## src/rtl/laser_event_detect.sv

```systemverilog
// Purpose: hysteresis pulse detector on the filtered laser stream; emits one peak/pos/width/ts record per qualified pulse.
// Latency: event_vld_o rises on the cycle after the edge that accepts the sample ending the pulse.
// Backpressure: none; accepts one sample per clock and always runs at input rate.
module laser_event_detect #(
  parameter real TCQ        = 0.1,
  parameter int  DATA_WIDTH = 16,
  parameter int  CNT_WIDTH  = 16,
  parameter int  HOLD_WIDTH = 8
) (
  input  logic                  clk_i,
  input  logic                  rst_n_i,
  input  logic                  cfg_en_i,
  input  logic [DATA_WIDTH-1:0] cfg_thr_hi_i,
  input  logic [DATA_WIDTH-1:0] cfg_thr_lo_i,
  input  logic [CNT_WIDTH-1:0]  cfg_min_width_i,
  input  logic [HOLD_WIDTH-1:0] cfg_holdoff_i,
  input  logic                  lp_laser_vld_i,
  input  logic [DATA_WIDTH-1:0] lp_laser_data_i,
  output logic                  event_vld_o,
  output logic [DATA_WIDTH-1:0] event_peak_o,
  output logic [CNT_WIDTH-1:0]  event_peak_pos_o,
  output logic [CNT_WIDTH-1:0]  event_width_o,
  output logic [CNT_WIDTH-1:0]  event_ts_o,
  output logic                  event_sat_o,
  output logic                  busy_o
);

  // TCQ is a clock-to-q delay used only by behavioural models; this
  // block is purely synthesizable, so it only guards against nonsense values.
  if (TCQ < 0.0) begin : g_tcq_invalid
    logic tcq_invalid_unused;
  end

  localparam logic [CNT_WIDTH-1:0]  CNT_ONE    = {{(CNT_WIDTH-1){1'b0}}, 1'b1};
  localparam logic [CNT_WIDTH-1:0]  CNT_MAX    = {CNT_WIDTH{1'b1}};
  localparam logic [CNT_WIDTH-1:0]  CNT_MAX_M1 = CNT_MAX - CNT_ONE;
  localparam logic [HOLD_WIDTH-1:0] HOLD_ONE   = {{(HOLD_WIDTH-1){1'b0}}, 1'b1};

  typedef enum logic [1:0] {
    IDLE    = 2'd0,
    ABOVE   = 2'd1,
    HOLDOFF = 2'd2
  } state_t;

  state_t state;
  state_t state_nxt;

  // free-running sample timestamp
  logic [CNT_WIDTH-1:0]  sample_cnt;

  // in-flight event tracking
  logic [CNT_WIDTH-1:0]  width_q;
  logic [DATA_WIDTH-1:0] peak_q;
  logic [CNT_WIDTH-1:0]  pos_q;
  logic [CNT_WIDTH-1:0]  ts_q;
  logic                  sat_q;

  // configuration captured when an event opens
  logic [CNT_WIDTH-1:0]  min_width_q;
  logic [HOLD_WIDTH-1:0] holdoff_q;

  // remaining samples to ignore after a reported event
  logic [HOLD_WIDTH-1:0] hcnt_q;

  // per-sample decisions from the FSM
  logic evt_start;
  logic evt_grow;
  logic evt_emit;
  logic hold_dec;

  logic above_hi;
  logic below_lo;
  logic width_ok;
  logic new_peak;

  // thresholds are compared live; min width uses the value latched at start
  assign above_hi = (lp_laser_data_i >= cfg_thr_hi_i);
  assign below_lo = (lp_laser_data_i <  cfg_thr_lo_i);
  assign width_ok = (width_q >= min_width_q);
  assign new_peak = (lp_laser_data_i >  peak_q);

  assign busy_o = (state != IDLE);

  // state register
  always_ff @(posedge clk_i or negedge rst_n_i) begin
    if (!rst_n_i) begin
      state <= IDLE;
    end else begin
      state <= state_nxt;
    end
  end

  // next-state and per-sample action decode; disable wins over everything
  always_comb begin
    state_nxt = state;
    evt_start = 1'b0;
    evt_grow  = 1'b0;
    evt_emit  = 1'b0;
    hold_dec  = 1'b0;
    if (!cfg_en_i) begin
      state_nxt = IDLE;
    end else if (lp_laser_vld_i) begin
      case (state)
        IDLE: begin
          if (above_hi) begin
            evt_start = 1'b1;
            state_nxt = ABOVE;
          end
        end
        ABOVE: begin
          if (below_lo) begin
            if (width_ok) begin
              evt_emit  = 1'b1;
              state_nxt = (holdoff_q == '0) ? IDLE : HOLDOFF;
            end else begin
              state_nxt = IDLE;
            end
          end else begin
            evt_grow = 1'b1;
          end
        end
        HOLDOFF: begin
          hold_dec = 1'b1;
          if (hcnt_q <= HOLD_ONE) begin
            state_nxt = IDLE;
          end
        end
        default: begin
          state_nxt = IDLE;
        end
      endcase
    end
  end

  // timestamp counter: counts accepted samples, parked at zero while disabled
  always_ff @(posedge clk_i or negedge rst_n_i) begin
    if (!rst_n_i) begin
      sample_cnt <= '0;
    end else if (!cfg_en_i) begin
      sample_cnt <= '0;
    end else if (lp_laser_vld_i) begin
      sample_cnt <= sample_cnt + CNT_ONE;
    end
  end

  // event accumulator: open on start, track first peak and saturating width
  always_ff @(posedge clk_i or negedge rst_n_i) begin
    if (!rst_n_i) begin
      width_q     <= '0;
      peak_q      <= '0;
      pos_q       <= '0;
      ts_q        <= '0;
      sat_q       <= 1'b0;
      min_width_q <= '0;
      holdoff_q   <= '0;
    end else if (evt_start) begin
      width_q     <= CNT_ONE;
      peak_q      <= lp_laser_data_i;
      pos_q       <= '0;
      ts_q        <= sample_cnt;
      sat_q       <= 1'b0;
      min_width_q <= cfg_min_width_i;
      holdoff_q   <= cfg_holdoff_i;
    end else if (evt_grow) begin
      if (new_peak) begin
        peak_q <= lp_laser_data_i;
        pos_q  <= width_q;
      end
      if (width_q != CNT_MAX) begin
        width_q <= width_q + CNT_ONE;
      end
      if (width_q >= CNT_MAX_M1) begin
        sat_q <= 1'b1;
      end
    end
  end

  // holdoff countdown: armed by a reported event, stepped by each held sample
  always_ff @(posedge clk_i or negedge rst_n_i) begin
    if (!rst_n_i) begin
      hcnt_q <= '0;
    end else if (!cfg_en_i) begin
      hcnt_q <= '0;
    end else if (evt_emit) begin
      hcnt_q <= holdoff_q;
    end else if (hold_dec) begin
      hcnt_q <= hcnt_q - HOLD_ONE;
    end
  end

  // output record: one-cycle strobe, fields hold until the next report
  always_ff @(posedge clk_i or negedge rst_n_i) begin
    if (!rst_n_i) begin
      event_vld_o      <= 1'b0;
      event_peak_o     <= '0;
      event_peak_pos_o <= '0;
      event_width_o    <= '0;
      event_ts_o       <= '0;
      event_sat_o      <= 1'b0;
    end else begin
      event_vld_o <= evt_emit;
      if (evt_emit) begin
        event_peak_o     <= peak_q;
        event_peak_pos_o <= pos_q;
        event_width_o    <= width_q;
        event_ts_o       <= ts_q;
        event_sat_o      <= sat_q;
      end
    end
  end

endmodule

```

## config.mk

```make
export PLATFORM = sky130hd
export DESIGN_NAME = laser_event_detect
export DESIGN_NICKNAME = d
export VERILOG_FILES = /design/src/rtl/laser_event_detect.sv
export SDC_FILE = /design/constraint.sdc
export NUM_CORES = 1
export LEC_CHECK = 0
export CAP_MARGIN = 0
export CORE_MARGIN = 5
export CORE_UTILIZATION = 50
export DETAILED_ROUTE_END_ITERATION = 8
export GPL_TIMING_DRIVEN = 1
export PLACE_DENSITY = 0.76
export SETUP_SLACK_MARGIN = 0.05
export SYNTH_ARGS = -nofsm -noshare
export SYNTH_HDL_FRONTEND = slang
export SYNTH_SLANG_ARGS = --single-unit
```

## constraint.sdc

```tcl
create_clock -name clk_i -period 4.7 [get_ports clk_i]
set_input_delay 0.94 -clock clk_i [delete_from_list [all_inputs] [get_ports clk_i]]
set_output_delay 0.94 -clock clk_i [all_outputs]
set_load 0.1 [all_outputs]
```

==> impl_metrics.ini, run 1 <==
[cts]
clkLatencyLatePin_ns = 0.43
clkSlewWorstSetupHoldPaths_ns = 0.07
root_buffer = clkbuf_16
cts_sinks = 181
cts_max_level = 4
ctsHoldBuffers = 0
clockBufferDepth = 2
cts_resized = 0
post-cts-setup-buffers = 0
cts_tree = done
cts_buffers = 17

[hold_path]
min_path_cells = 2
min_path_type = flop to flop

[detailed_routing]
wl_per_cell_um = 17.30
drc = 0
ant_nets = 0
dr.pass1.iters = 5
vias = 6812
drt-initial-drc-count = 485
viasPerCell = 5.507
routed_wl_um = 21400

[sta]
setup_viol = 0
slew_headroom_pct = 30.06
setup_slack_ns = 0.9455
finalCritPeriodShare_pct = 79.88
grt_setup_unrepaired = no
hold_slack_ns = 0.4798
setup_tns_ns = 0
max_freq_mhz = 266.3
clock_skew_ns = 0.01534
worstMarginPinSlew_ns = 1.046
period_minus_slack_ns = 3.754
slew_violations = 0
hold_viol_final = 0

[placement]
port_buffers = 142
dp_cells = 1204
dp_hpwl_um = 15390
pre_cts_ws_ns = 0.5198
globalplace.congestion = 0.8913

[synthesis]
ys_types = 58
synth_top_cell_area_share_pct = 49.68
yosys.area.top_type = dfrtp_1
syn-num-nets = 994
synth_flop_cell = dfrtp_1
synth_edf_count = 0
synth_common_cells = 181 x dfrtp_1, 101 x nand2_1, 77 x o21ai_0, 76 x mux2_2, 74 x inv_1
synthCells = 850
syn_area_um2 = 9116
synth_area_per_cell_um2 = 10.72
synth_area_leaders = dfrtp_1 50%, mux2_2 9.4%, ha_1 9.3%
synth.most_common_cell = dfrtp_1
synth-seq-area-share_pct = 49.68
async_flop_share_pct = 100.0
ys_warn_count = 0
synth.ff_latch_count = 181

[floorplanning]
die_x_um = 145.0
ioPinCount = 143
design.die.area_um2 = 21030
die_h_um = 145.0
fp.coreArea_um2 = 17960
start_util_pct = 50.75
fp-row-count = 49

[final_layout]
fin_nets = 1138
fin_util_pct = 63.71
final_cells = 1237
multi_input_area_um2 = 4199
seq_area_um2 = 4529
fillers = 1440
syn_to_final_growth_pct = 25.54
layout-drive-gt1-share_pct = 14.20

[worst_setup_path]
r2r_slack_ns = 1.47
critPathMaxFanout = 66
arrival_ns = 4.07
worst_path_max_delay_cell = nor4_1
path_class = primary input to flop
crit_cells = 9
slowest_delay_ns = 0.63
reg2reg_depth = 8
crit_chain = clkdlybuf4s50_1, ha_1, a21oi_1, o21ai_0, a211o_1, nor4_1, nand2_4, buf_12, mux2_2
startpoint_type = primary input
critPathRequiredTime_ns = 5.02
cp-end-kind = flop
crit_family = simple AND/OR/NAND/NOR gates
cp_num_buf_inv = 2

[power]
leakagePower_nw = 5.432
max-vdd-ir-drop_uv = 257.5
powerDensity_nw_per_um2 = 333.6

[global_route]
grt_pass1_vias = 6966
grt_pass1_wl_um = 35750
grt_max_degree = 108
track_usage_pct = 20.58
grt_overflow = 0
grt_antenna_before_repair = 1

[run_status]
status = finished clean

[job]
maxCapViolCount = 0
cells in the final DEF, fill, tap and decap left out, drive strengths merged, types with 6 or more instances in the layout:
cell type / netlist / layout
a21o: 7 / 7
a21oi: 25 / 25
and3: 8 / 8
and4: 6 / 6
buf: 11 / 12
clkbuf: 17 / 18
clkdlybuf4s50: 0 / 141
dfrtp: 181 / 181
ha: 68 / 68
inv: 74 / 80
mux2: 85 / 85
nand2: 102 / 102
nand2b: 6 / 6
nand3: 13 / 13
nand4: 17 / 17
nor2: 34 / 34
nor3: 8 / 8
nor4: 11 / 11
o21a: 6 / 6
o21ai: 78 / 78
or3: 10 / 10
xnor2: 12 / 12
xor2: 12 / 12
worst paths after layout:
path	startpoint	to
worst max-delay path	lp_laser_data_i[11]	event_width_o[12]
worst min-delay path	event_peak_o[2]	event_peak_o[2]
worst max register to register	width_q[15]	event_width_o[12]
worst min register to register	event_peak_o[2]	event_peak_o[2]
max in group asynchronous	rst_n_i	event_peak_o[1]
min in group asynchronous	rst_n_i	sample_cnt[9]
report_power, final:
group          switching (W)  leakage [nW]  internal, W
Sequential         0.0000729          2.44      0.00168
Clock               0.000649         0.300     0.000816
Combinational       0.000314          2.69     0.000284
flip-flops by register name, indices dropped and copies added (netlist names):
register	count
event_peak_o	16
event_peak_pos_o	16
event_ts_o	16
event_width_o	16
min_width_q	16
peak_q	16
pos_q	16
sample_cnt	16
ts_q	16
width_q	16
hcnt_q	8
holdoff_q	8
state	2
event_sat_o	1
event_vld_o	1
sat_q	1
through the flow:
step | cell area (µm²) | power, W
2_1_floorplan | 9116 | 0.002142
3_3_place_gp | 10840 | 0.002355
3_5_place_dp | 10840 | 0.002380
4_1_cts | 11440 | 0.003846
5_1_grt | 11440 | 0.004013
6_report | 11440 | 0.003818
logic make-up (layout without fill, tap and decap cells):
kind of cell               after synthesis  in the layout  share of synthesized area, %
DFF                                    181            181                         49.68
muxes                                   88             88                         11.20
buffers and inverters                  102            259                         4.406
xor gates and xnor gates                24             24                         2.306
adders and majority gates               68             68                         9.333
other                                    0              1                             0
and+or+nand+nor                        229            229                         12.09
AOI/OAI and AO/OA                      158            158                         10.98
layout make-up:
class                      instances  share of cell area [%]
antenna                            1                 0.02187
timing repair buffer             153                   13.48
clock inverter                    14                   1.465
multi-input combinational        567                   36.69
sequential                       181                   39.58
clock buffer                      18                   3.837
inverter                          74                   2.427
tap                              229                   2.504
worst reg2reg max path, cell delays in order, from the launching register on:
cell and delay (ns):
dfrtp_1 0.51, ha_1 0.36, nand2_1 0.06, or3_1 0.35
or2_2 0.33, o21ai_2 0.50, nand2_4 0.37, buf_12 0.31
mux2_2 0.34
metal layers:
metal / global-route usage (%) / part of all wire [%] / routed length (µm) / up-vias
met3: 5.051 / 5.6 / 1189 / 38
met2: 32.89 / 48 / 10240 / 193
met4: 6.215 / 2.1 / 451 / 0
met1: 27.96 / 44 / 9515 / 3311
met5: 0 / 0 / 0 / -
li1: - / - / - / 3270
(Power assumes the default switching activity.)
==> run 2, diff against run 1 <==
--- a/config.mk
+++ b/config.mk
@@ -7,10 +7,10 @@
 export LEC_CHECK = 0
 export CAP_MARGIN = 0
 export CORE_MARGIN = 5
-export CORE_UTILIZATION = 50
+export CORE_UTILIZATION = 49
 export DETAILED_ROUTE_END_ITERATION = 8
 export GPL_TIMING_DRIVEN = 1
-export PLACE_DENSITY = 0.76
+export PLACE_DENSITY = 0.78
 export SETUP_SLACK_MARGIN = 0.05
 export SYNTH_ARGS = -nofsm -noshare
 export SYNTH_HDL_FRONTEND = slang
==> constraint.sdc (replaced) <==
create_clock -name clk_i -period 3.1 [get_ports clk_i]
set_input_delay 0.62 -clock clk_i [delete_from_list [all_inputs] [get_ports clk_i]]
set_output_delay 0.62 -clock clk_i [all_outputs]
set_load 0.1 [all_outputs]
==> run 2 against run 1 <==
Net effect: clock power rose by 58%; utilization rose by 0.88 points; critical path depth rose by 4; critical path type unchanged; largest power group unchanged.
==> impl_metrics.ini, run 2 (synthesis results as in run 1) <==
[run_status]
status = finished clean

[sta]
max_freq_mhz = 342.2
slew_violations = 0
slew_headroom_pct = 43.24
period_minus_slack_ns = 2.922
grt_setup_unrepaired = no
setup_tns_ns = 0
hold_viol_final = 0
hold_slack_ns = 0.1878
worstMarginPinSlew_ns = 0.8408
finalCritPeriodShare_pct = 94.27
clock_skew_ns = 0.01114
setup_viol = 0

[final_layout]
fillers = 1390
fin_nets = 1187
final_common_cell = dfrtp_1
syn_to_final_growth_pct = 28.59
fin_util_pct = 64.60
layout-drive-gt1-share_pct = 24.24
final_cell_mix = 181 x dfrtp_1, 119 x buf_4, 101 x nand2_1

[power]
max-vdd-ir-drop_uv = 426.3
leakagePower_nw = 5.835
powerDensity_nw_per_um2 = 506.9

[cts]
ctsHoldBuffers = 0
clockBufferDepth = 2
cts_tree = done
root_buffer = clkbuf_16
post-cts-setup-buffers = 0
cts_sinks = 181
clkSlewWorstSetupHoldPaths_ns = 0.07
cts_max_level = 4
cts_buffers = 17
clkLatencyLatePin_ns = 0.44

[detailed_routing]
drt-initial-drc-count = 343
vias = 6974
drc = 0
wl_per_cell_um = 17.01
dr.pass1.iters = 5
ant_nets = 0
viasPerCell = 5.423
routed_wl_um = 21880

[worst_setup_path]
startpoint_type = primary input
timing.rr.end = event_peak_o[7]
r2r-start = width_q[15]
reg2reg_depth = 10
critPathRequiredTime_ns = 3.41
r2r_slack_ns = 0.46
path_class = primary input to flop
critPathMaxFanout = 16
cp-end-kind = flop
arrival_ns = 3.24

[global_route]
grt_pass1_wl_um = 36910
grt_max_degree = 67
grt_antenna_before_repair = 1
track_usage_pct = 21.14
grt_pass1_vias = 7161
grt_overflow = 0

[hold_path]
min_path_type = primary input to asynchronous set/reset pin

[floorplanning]
fp.coreArea_um2 = 18150
fp-row-count = 49
ioPinCount = 143
die_x_um = 146.4
die_h_um = 146.4
start_util_pct = 50.23
design.die.area_um2 = 21430

[job]
maxCapViolCount = 0

[placement]
dp_hpwl_um = 16320
globalplace.congestion = 0.8816
port_buffers = 142
==> run 2: worst max-delay path by stage <==
stage,start,to,slack (ns),cells past startpoint
floorplan,state[1],holdoff_q[3],0.20,5
global placement,lp_laser_data_i[12],min_width_q[8],-0.26,9
detailed placement,cfg_thr_lo_i[11],peak_q[1],-0.28,12
CTS,cfg_thr_lo_i[11],peak_q[15],0.17,12
global route,cfg_thr_lo_i[11],peak_q[15],0.06,12
finish,cfg_thr_lo_i[15],peak_q[12],0.18,13
==> run 2: metrics by stage <==
step,total power (W),instance area (µm²),cells,worst slack [ns]
CTS,0.005984,11720,1285,0.1736
finish,0.005942,11720,1286,0.1776
detailed placement,0.003657,11090,1253,-0.2791
global route,0.006228,11720,1286,0.05607
global placement,0.003618,11090,1253,-0.2557
floorplan,0.003248,9116,850,0.2027
==> run 2: cell type report <==
cell class | count | area, µm² | area share [%]
timing repair buffer | 202 | 1797 | 15.33
sequential | 181 | 4529 | 38.64
inverter | 74 | 277.8 | 2.370
clock inverter | 10 | 166.4 | 1.420
antenna | 1 | 2.502 | 0.02135
tap | 229 | 286.5 | 2.444
multi-input combinational | 567 | 4199 | 35.82
clock buffer | 22 | 464.2 | 3.960
==> run 2: critical path, cell delays in order <==
cell and delay [ns]:
clkdlybuf4s50_1 0.45, inv_1 0.05, ha_1 0.32, nand4_1 0.09
nor3_1 0.27, buf_4 0.17, and4_4 0.23, o311ai_4 0.09
buf_4 0.18, a211oi_4 0.23, nor2_4 0.06, buf_12 0.17
mux2_4 0.30
==> run 2: power breakdown <==
| group | internal [W] | switching [W] | leakage (nW) |
|---|---|---|---|
| clock | 0.00140 | 0.000918 | 0.302 |
| sequential | 0.00255 | 0.000113 | 2.44 |
| combinational | 0.000469 | 0.000492 | 3.09 |
| total | 0.00442 | 0.00152 | 5.84 |
==> run 2: routing by layer <==
layer,vias up,wire length (µm),GRT usage (%)
met3,33,1390,5.702
met4,0,534,7.761
met1,3380,9632,27.90
met5,-,0,0
li1,3374,-,-
met2,187,10320,33.64
==> run 2: what timing repair did <==
action                                 CTS  global route
setup endpoints to repair                0             7
resized for setup                        0             1
endpoints found under the hold margin    0             0
==> run 3, diff against run 2 <==
--- a/config.mk
+++ b/config.mk
@@ -8,6 +8,7 @@
 export CAP_MARGIN = 0
 export CORE_MARGIN = 5
 export CORE_UTILIZATION = 49
+export CTS_CLUSTER_DIAMETER = 50
 export DETAILED_ROUTE_END_ITERATION = 8
 export GPL_TIMING_DRIVEN = 1
 export PLACE_DENSITY = 0.78
==> results of run 3 <==
The final DEF is identical to that of run 2; final timing and power are the same.
